**src/rtl/align_out_buffer_pkg.sv**
```systemverilog
// Shared NW definitions: symbol and state encodings, default sizes and the
// LIFO word layout used by the traceback output buffer.
package align_out_buffer_pkg;

    localparam int unsigned NDefault     = 128;
    localparam int unsigned DefaultDepth = 2 * NDefault;
    localparam int unsigned SymW         = 3;

    typedef logic [SymW-1:0] sym_t;

    localparam sym_t SymA   = 3'b000;
    localparam sym_t SymC   = 3'b001;
    localparam sym_t SymG   = 3'b010;
    localparam sym_t SymT   = 3'b011;
    localparam sym_t SymGap = 3'b100;

    localparam logic [1:0] StCollect = 2'd0;
    localparam logic [1:0] StDrain   = 2'd1;
    localparam logic [1:0] StFlush   = 2'd2;

    typedef struct packed {
        sym_t a;
        sym_t b;
    } pair_t;

endpackage

```
**src/rtl/lifo_ram.sv**
```systemverilog
// Pair storage for the traceback LIFO: synchronous write, registered read.
// The array is not reset; only the read register is.
module lifo_ram
    import align_out_buffer_pkg::*;
#(
    parameter int unsigned DEPTH = DefaultDepth,
    parameter int unsigned AddrW = (DEPTH > 1) ? $clog2(DEPTH) : 1
) (
    input  logic             clk,
    input  logic             rst,
    input  logic             wr_en,
    input  logic [AddrW-1:0] wr_addr,
    input  pair_t            wr_data,
    input  logic             rd_en,
    input  logic [AddrW-1:0] rd_addr,
    output pair_t            rd_data
);

    pair_t mem_q [DEPTH];
    pair_t rd_data_q;
    pair_t rd_data_d;

    always_ff @(posedge clk) begin
        if (wr_en) begin
            mem_q[wr_addr] <= wr_data;
        end
    end

    // Read data holds while not enabled so a stalled beat stays stable.
    always_comb begin
        rd_data_d = rd_data_q;
        if (rd_en) begin
            rd_data_d = mem_q[rd_addr];
        end
    end

    always_ff @(posedge clk or negedge rst) begin
        if (!rst) begin
            rd_data_q <= '0;
        end else begin
            rd_data_q <= rd_data_d;
        end
    end

    assign rd_data = rd_data_q;

endmodule

```
**src/rtl/align_out_buffer.sv**
```systemverilog
// Reverses traceback pairs (emitted end-to-start) into forward alignment order
// and streams them out with valid/ready, latching the final score and length.
module align_out_buffer
    import align_out_buffer_pkg::*;
#(
    parameter int unsigned N       = NDefault,
    parameter int unsigned BitAddr = $clog2(N + 1),
    parameter int unsigned DEPTH   = 2 * N
) (
    input  logic                         clk,
    input  logic                         rst,
    input  logic                         in_valid,
    input  logic [SymW-1:0]              in_a,
    input  logic [SymW-1:0]              in_b,
    input  logic                         in_last,
    input  logic signed [BitAddr:0]      in_score,
    input  logic                         out_ready,
    output logic                         out_valid,
    output logic [SymW-1:0]              out_a,
    output logic [SymW-1:0]              out_b,
    output logic                         out_last,
    output logic signed [BitAddr:0]      out_score,
    output logic [$clog2(DEPTH+1)-1:0]   out_len,
    output logic                         busy,
    output logic                         done,
    output logic                         overflow
);

    localparam int unsigned PtrW  = $clog2(DEPTH + 1);
    localparam int unsigned AddrW = (DEPTH > 1) ? $clog2(DEPTH) : 1;
    localparam logic [PtrW-1:0] DepthP = PtrW'(DEPTH);
    localparam logic [PtrW-1:0] OneP   = PtrW'(1);

    logic [1:0]              state_q, state_d;
    logic [PtrW-1:0]         count_q, count_d;
    logic                    out_valid_q, out_valid_d;
    logic                    out_last_q, out_last_d;
    logic                    done_q, done_d;
    logic                    overflow_q, overflow_d;
    logic signed [BitAddr:0] out_score_q, out_score_d;
    logic [PtrW-1:0]         out_len_q, out_len_d;

    logic       wr_en, rd_en, fire;
    pair_t      wr_data, rd_data;
    logic [AddrW-1:0] wr_addr, rd_addr;

    assign fire    = out_valid_q && out_ready;
    assign wr_data = '{a: in_a, b: in_b};
    assign wr_addr = AddrW'(count_q);
    assign rd_addr = AddrW'(count_q - OneP);

    always_comb begin
        state_d     = state_q;
        count_d     = count_q;
        out_valid_d = out_valid_q;
        out_last_d  = out_last_q;
        overflow_d  = overflow_q;
        out_score_d = out_score_q;
        out_len_d   = out_len_q;
        done_d      = (state_q == StFlush);
        wr_en       = 1'b0;
        rd_en       = 1'b0;

        case (state_q)
            StCollect: begin
                if (in_valid) begin
                    if (count_q < DepthP) begin
                        wr_en   = 1'b1;
                        count_d = count_q + OneP;
                    end else begin
                        overflow_d = 1'b1;
                    end
                end
                // count_d already includes a pair pushed alongside in_last.
                if (in_last) begin
                    out_score_d = in_score;
                    out_len_d   = count_d;
                    state_d     = (count_d != '0) ? StDrain : StFlush;
                end
            end
            StDrain: begin
                if (in_valid || in_last) begin
                    overflow_d = 1'b1;
                end
                if (fire) begin
                    out_valid_d = 1'b0;
                end
                // Refill the read register whenever it is empty or being consumed.
                if (count_q != '0 && (!out_valid_q || fire)) begin
                    rd_en       = 1'b1;
                    count_d     = count_q - OneP;
                    out_valid_d = 1'b1;
                    out_last_d  = (count_q == OneP);
                end
                if (fire && out_last_q) begin
                    out_last_d = 1'b0;
                    state_d    = StFlush;
                end
            end
            StFlush: begin
                if (in_valid || in_last) begin
                    overflow_d = 1'b1;
                end
                count_d = '0;
                state_d = StCollect;
            end
            default: begin
                state_d = StCollect;
            end
        endcase
    end

    always_ff @(posedge clk or negedge rst) begin
        if (!rst) begin
            state_q     <= StCollect;
            count_q     <= '0;
            out_valid_q <= 1'b0;
            out_last_q  <= 1'b0;
            done_q      <= 1'b0;
            overflow_q  <= 1'b0;
            out_score_q <= '0;
            out_len_q   <= '0;
        end else begin
            state_q     <= state_d;
            count_q     <= count_d;
            out_valid_q <= out_valid_d;
            out_last_q  <= out_last_d;
            done_q      <= done_d;
            overflow_q  <= overflow_d;
            out_score_q <= out_score_d;
            out_len_q   <= out_len_d;
        end
    end

    lifo_ram #(
        .DEPTH (DEPTH),
        .AddrW (AddrW)
    ) u_lifo_ram (
        .clk     (clk),
        .rst     (rst),
        .wr_en   (wr_en),
        .wr_addr (wr_addr),
        .wr_data (wr_data),
        .rd_en   (rd_en),
        .rd_addr (rd_addr),
        .rd_data (rd_data)
    );

    assign out_valid = out_valid_q;
    assign out_last  = out_last_q;
    assign out_a     = rd_data.a;
    assign out_b     = rd_data.b;
    assign out_score = out_score_q;
    assign out_len   = out_len_q;
    assign done      = done_q;
    assign overflow  = overflow_q;
    assign busy      = (state_q != StCollect);

endmodule

```
**config.mk**
```make
export PLATFORM = sky130hd
export DESIGN_NAME = align_out_buffer
export DESIGN_NICKNAME = d
export VERILOG_FILES = /design/src/rtl/align_out_buffer_pkg.sv /design/src/rtl/lifo_ram.sv /design/src/rtl/align_out_buffer.sv
export SDC_FILE = /design/constraint.sdc
export NUM_CORES = 2
export LEC_CHECK = 0
export CORE_MARGIN = 2
export CORE_UTILIZATION = 25
export DETAILED_ROUTE_END_ITERATION = 10
export GPL_ROUTABILITY_DRIVEN = 0
export HOLD_SLACK_MARGIN = 0.05
export PLACE_DENSITY = 0.41
export RECOVER_POWER = 100
export SKIP_LAST_GASP = 1
export SYNTH_ARGS = -nofsm -noshare
export SYNTH_HDL_FRONTEND = slang
export SYNTH_HIERARCHICAL = 1
export SYNTH_SLANG_ARGS = --single-unit
export TNS_END_PERCENT = 20
```
**constraint.sdc**
```tcl
create_clock -name clk -period 4.7 [get_ports clk]
set_input_delay 0.705 -clock clk [delete_from_list [all_inputs] [get_ports clk]]
set_output_delay 0.705 -clock clk [all_outputs]
set_load 0.005 [all_outputs]
```
# == Word-level counts from Yosys, hierarchy flattened ==
# Memories as Yosys holds them, arrays and structs flattened. A register that Yosys moved wholly into a read port is not among the register bits.
# Index checks and enable logic that the tools add are counted.
# totals
ff_bits,33
latch_bits,0
ramBits,1536
mem_bits_ro,0
inputBits,20
out_inout_bits,29
wordCells,67
mem_count,1
# memory_table
name,words,width,read_ports,rd_ports_with_merged_regs,wr,line,rtl
u_lifo_ram.mem_q,256,6,1,1,1,lifo_ram.sv:19,pair_t mem_q [DEPTH];
# op_classes
addsub,2
n_mul,0
div_mod_pow,0
order_cmp,1
n_eq_ne,9
shifts,0
muxes,24
bitwise,0
n_reduce_logical,22
# ops
operator,n
$mux W9,4
$pmux W9 S3,1
$reduce_bool A9 Y1,2
$mux W1,14
$ne A2 B2 Y1 const B,5
$reduce_and A2 Y1,5
$add A9 B1 Y9 const B,1
$eq A9 B1 Y1 const B,1
$lt A9 B9 Y1 const B,1
$sub A9 B1 Y9 const B,1
$reduce_bool A2 Y1,4
$mux W2,3
$pmux W2 S2,1
$reduce_and A4 Y1,1
$logic_and A1 B1 Y1,3
$reduce_bool A3 Y1,1
$eq A2 B1 Y1 const B,1
$eq A2 B2 Y1 const B,1
$logic_not A1 Y1,2
$logic_not A2 Y1,1
$logic_or A1 B1 Y1,2
$ne A2 B1 Y1 const B,1
$pmux W1 S2,1
$reduce_or A2 Y1,1

# == Longest topological paths before layout ==
# depth
word_depth,8
mapped_depth,16
mapped_depth_nobuf,12

# == Cells and area by module ==
# Netlist, hierarchy kept.
# modules_own_cells
mod,n_inst,cells_each,area_per_inst_um2,seq_area_each_um2
lifo_ram,1,2984,60417.9,46274.4
align_out_buffer,1,225,2057.0,825.8

# == Worst setup path after synthesis ==
# Ideal clock, no wire load.
# synth_path
path_kind,reg2reg
start,register count_q[0]
end,register u_lifo_ram/rd_data[1] (netlist name)
setup_time_ps,126
arrival_ps,3252
required_time_ps,4574
setup_slack_ps,1322
path_stages_with_launch,15
path_buffers,5
synth_period_minus_slack_ps,3378
path_cell_list,dfrtp_1 > buf_2 > inv_1 > ha_1 > inv_1 > buf_2 > buf_2 > buf_2 > clkbuf_1 > mux4_2 > o211ai_1 > nand3_1 > a2111oi_0 > nand3_1 > a221o_1
# synth_via
elab_cells_between_ends,5
classes_between,add/sub: 1; mux: 2; reduce/logical: 2
# synth_rtl
item,line,rtl
"start, declared",align_out_buffer.sv:35,"logic [PtrW-1:0] count_q, count_d;"
"start signal, assigned",align_out_buffer.sv:125,count_q <= count_d;
$sub A9 B1 Y9,--,
via rd_addr[0],align_out_buffer.sv:45,"logic [AddrW-1:0] wr_addr, rd_addr;"
# The timed path passes the listed nets, and every way through them passes these cells.
# A chain may end at the register's enable or synchronous reset.

# == Worst setup path in the final report ==
# layout_path
start,register count_q[0]
end,register u_lifo_ram/rd_data[1] (netlist name)
# layout_via
elab_cells_between_ends,5
classes_between,add/sub: 1; mux: 2; reduce/logical: 2
# layout_rtl
item,line
$sub A9 B1 Y9,--
via rd_addr[0],align_out_buffer.sv:45
# The timed path passes the listed nets, and every way through them passes these cells.

==> results.yml <==
sta:
  hold_viol: 0
  drv_slew: 1280
  final.min_clock_period_ns: 4.619
  period_share: 0.9827
  worstMarginPinSlew_ns: 3.048
  finClkSkew_ns: 0.03975
  max_freq_mhz: 216.5
  whs_ns: 0.4793
  rsz0062_at_grt: "yes"
  slew_headroom: -1.032
  setup_viol: 0
place:
  place.port_buffers: 48
  place_inst: 6544
  post_dp_cell_area_um2: 67610
  dp_hpwl_um: 124500
clock_tree:
  cts.clk_slew.worst_paths_ns: 0.06
  cts_tree: "yes"
  htree_levels: 4
  insertion_delay_ns: 0.81
  cts-root-buf: "clkbuf_16"
  cts_buffers: 168
  clockBufferDepth: 3
  clock_sinks: 1575
power:
  powerDensity_nw_per_um2: 639.5
  power_frac_seq: 0.342
  p_int_mw: 29.44
  p_leak_nw: 22.93
  swShare: 0.3671
  ir_worst_vdd_v: 0.0004989
  power_frac_clock: 0.276
  power_frac_comb: 0.382
  p_switching_mw: 17.07
run_status:
  violations: "capacitance limit, slew limit"
  status: "finished with violations"
grt:
  grt_max_degree: 135
  grt_pass1_wl_um: 267100
  grtUsageTotal: 0.1480
  grt_overflow: 0
  grt_pass1_vias: 32260
  antenna_found_initial: 7
critical_path:
  reg2reg_from: "count_q[0]"
  path_class: "reg -> reg"
  critPathMostFrequentCell: "buf_4"
  slowest_stage: "xnor2_2"
  cp_cell_sequence: "inv_8, ha_1, nor3b_2, nand2_1, xnor2_2, buf_4, nor2b_1, buf_4, nand4_1, o221ai_1, nor4_1, buf_4, a221o_1"
  slowest_delay_ns: 0.83
  critPathArrivalTime_ns: 5.37
  startpoint_type: "flip-flop"
  cp.required_ns: 5.45
  crit_family: "simple AND/OR/NAND/NOR gates"
  endpoint_kind: "flip-flop"
  crit_start: "count_q[0]"
  critPathMaxFanout: 12
  path_buf_inv: 4
min_path:
  hp-class: "reg -> reg"
  min_from: "overflow"
drt:
  viasPerCell: 4.736
  drc_errors: 0
  dr.pass1.iters: 5
  vias: 32480
  ant_nets: 0
  avgRoutedWirePerCell_um: 27.97
  drt-initial-drc-count: 3205
  postRouteWirelength_um: 191800
synthesis:
  syn_area_per_cell_um2: 19.47
  synth-warning-count: 6
  synth_area_um2: 62470
  synth_cell_types: 69
  yosysSeqAreaShare: 0.7539
  ys_ff_latch: 1575
  async_flop_share: 0.02476
  synth_edf_count: 1536
  synth_ff_type: "edfxtp_1"
  syn-num-nets: 3236
  syn_inst: 3209
cells_and_area:
  final_common_cell: "edfxtp_1"
  regArea_um2: 47100
  drive_gt1_frac: 0.2063
  syn2layout_area_growth_pct: 16.43
  fin_area_um2: 72740
  fin_cells: 6858
  fillCellCount: 24480
  nNetsFinal: 3415
  mostFrequentLayoutCells: "edfxtp_1, mux4_2, nor2_1"
  multiInputGateArea_um2: 14300
die:
  core_area_um2: 248700
  ios: 49
  die_h_um: 503.9
  initial_core_util: 0.2512
  fp.dieW_um: 503.9
  dieArea_um2: 253900
  rows: 183
run:
  cap_violations: 16
==> layer usage <==
metal | GRT usage | wire length, um | vias up
met1 | 0.2113 | 87770 | 17680
met2 | 0.2308 | 88980 | 966
met4 | 0.04104 | 4931 | 2
met5 | 0 | 19 | -
met3 | 0.02589 | 10130 | 250
li1 | - | - | 13580
==> area by class of cell <==
| class | count | area share |
|---|---|---|
| clock inverters | 92 | 0.01161 |
| well taps | 3330 | 0.05728 |
| inverters | 18 | 0.001170 |
| clock buffers | 210 | 0.06055 |
| diodes | 8 | 0.0002752 |
| flip-flops and latches | 1575 | 0.6475 |
| multi-input cells | 1414 | 0.1966 |
| repair buffers | 211 | 0.02496 |
==> power groups by stage <==
stage               clock network [mW]  logic (mW)  registers, mW
detailed placement                   0        17.8           16.2
global route                      13.8        18.5           15.9
CTS                               13.2        17.8           15.9
global placement                     0        17.9           16.2
finish                            12.8        17.8           15.9
floorplan                            0        9.89           16.1
==> flip-flops by register name, summed over array words and instances, names as in the netlist <==
| name | cells |
|---|---|
| u_lifo_ram/mem_q | 1536 |
| u_lifo_ram/rd_data | 6 |
| out_len | 9 |
| out_score | 9 |
| out_valid | 1 |
| done | 1 |
| out_last | 1 |
| count_q | 9 |
| overflow | 1 |
| state_q | 2 |
==> cell families after synthesis <==
kind of cell    count (synthesis)  share of synthesized area
flops                        1575                     0.7539
simple gates                  538                    0.03841
mux                           527                     0.1481
compound gates                328                    0.03733
buf+inv                       220                    0.01885
xor+xnor                       14                   0.001963
fa+ha+maj                       7                   0.001402
==> per-stage QoR <==
stage / util / total power [mW] / setup WS, ns / setup TNS (ns)
2_1_floorplan: - / 25.95 / 1.322 / 0
3_3_place_gp: 0.2719 / 34.03 / 0.1161 / 0
3_5_place_dp: 0.2719 / 33.95 / 0.1022 / 0
4_1_cts: 0.2931 / 46.92 / 0.05668 / 0
5_1_grt: 0.2925 / 48.18 / -0.06378 / -0.07460
6_report: 0.2925 / 46.51 / 0.08110 / 0
==> final timing paths <==
path                                         endpoint  slack (ns)  cells past startpoint
worst min-delay path                         overflow        0.48                      1
worst max-delay path            u_lifo_ram/rd_data[1]        0.08                     13
min in group asynchronous                out_score[6]        1.39                      3
max in group asynchronous       u_lifo_ram/rd_data[1]        1.77                      3
worst max register to register  u_lifo_ram/rd_data[1]        0.08                     13
worst min register to register               overflow        0.48                      1
==> synthesized netlist by cell type, drive strengths merged (25+ instances only) <==
cell	number	area, um2
nand2	80	300.3
o21ai	42	214.0
a21oi	44	220.2
mux4	311	7076
mux2i	202	2022
edfxtp	1536	46120
buf	92	696.9
a22oi	30	225.2
nor2	290	1089
nor3	25	136.4
o221ai	33	289.0
dfrtp	39	975.9
o22ai	60	375.4
clkbuf	110	412.9
nand3	52	260.3
==> what timing repair did <==
item,4_1_cts,5_1_grt
buffers inserted,0,3
gates resized for setup,0,1
endpoints found under the setup margin,0,4
hold buffers,1,0
endpoints found under the hold margin,39,0
No activity file was read; power rests on OpenSTA's default activity.
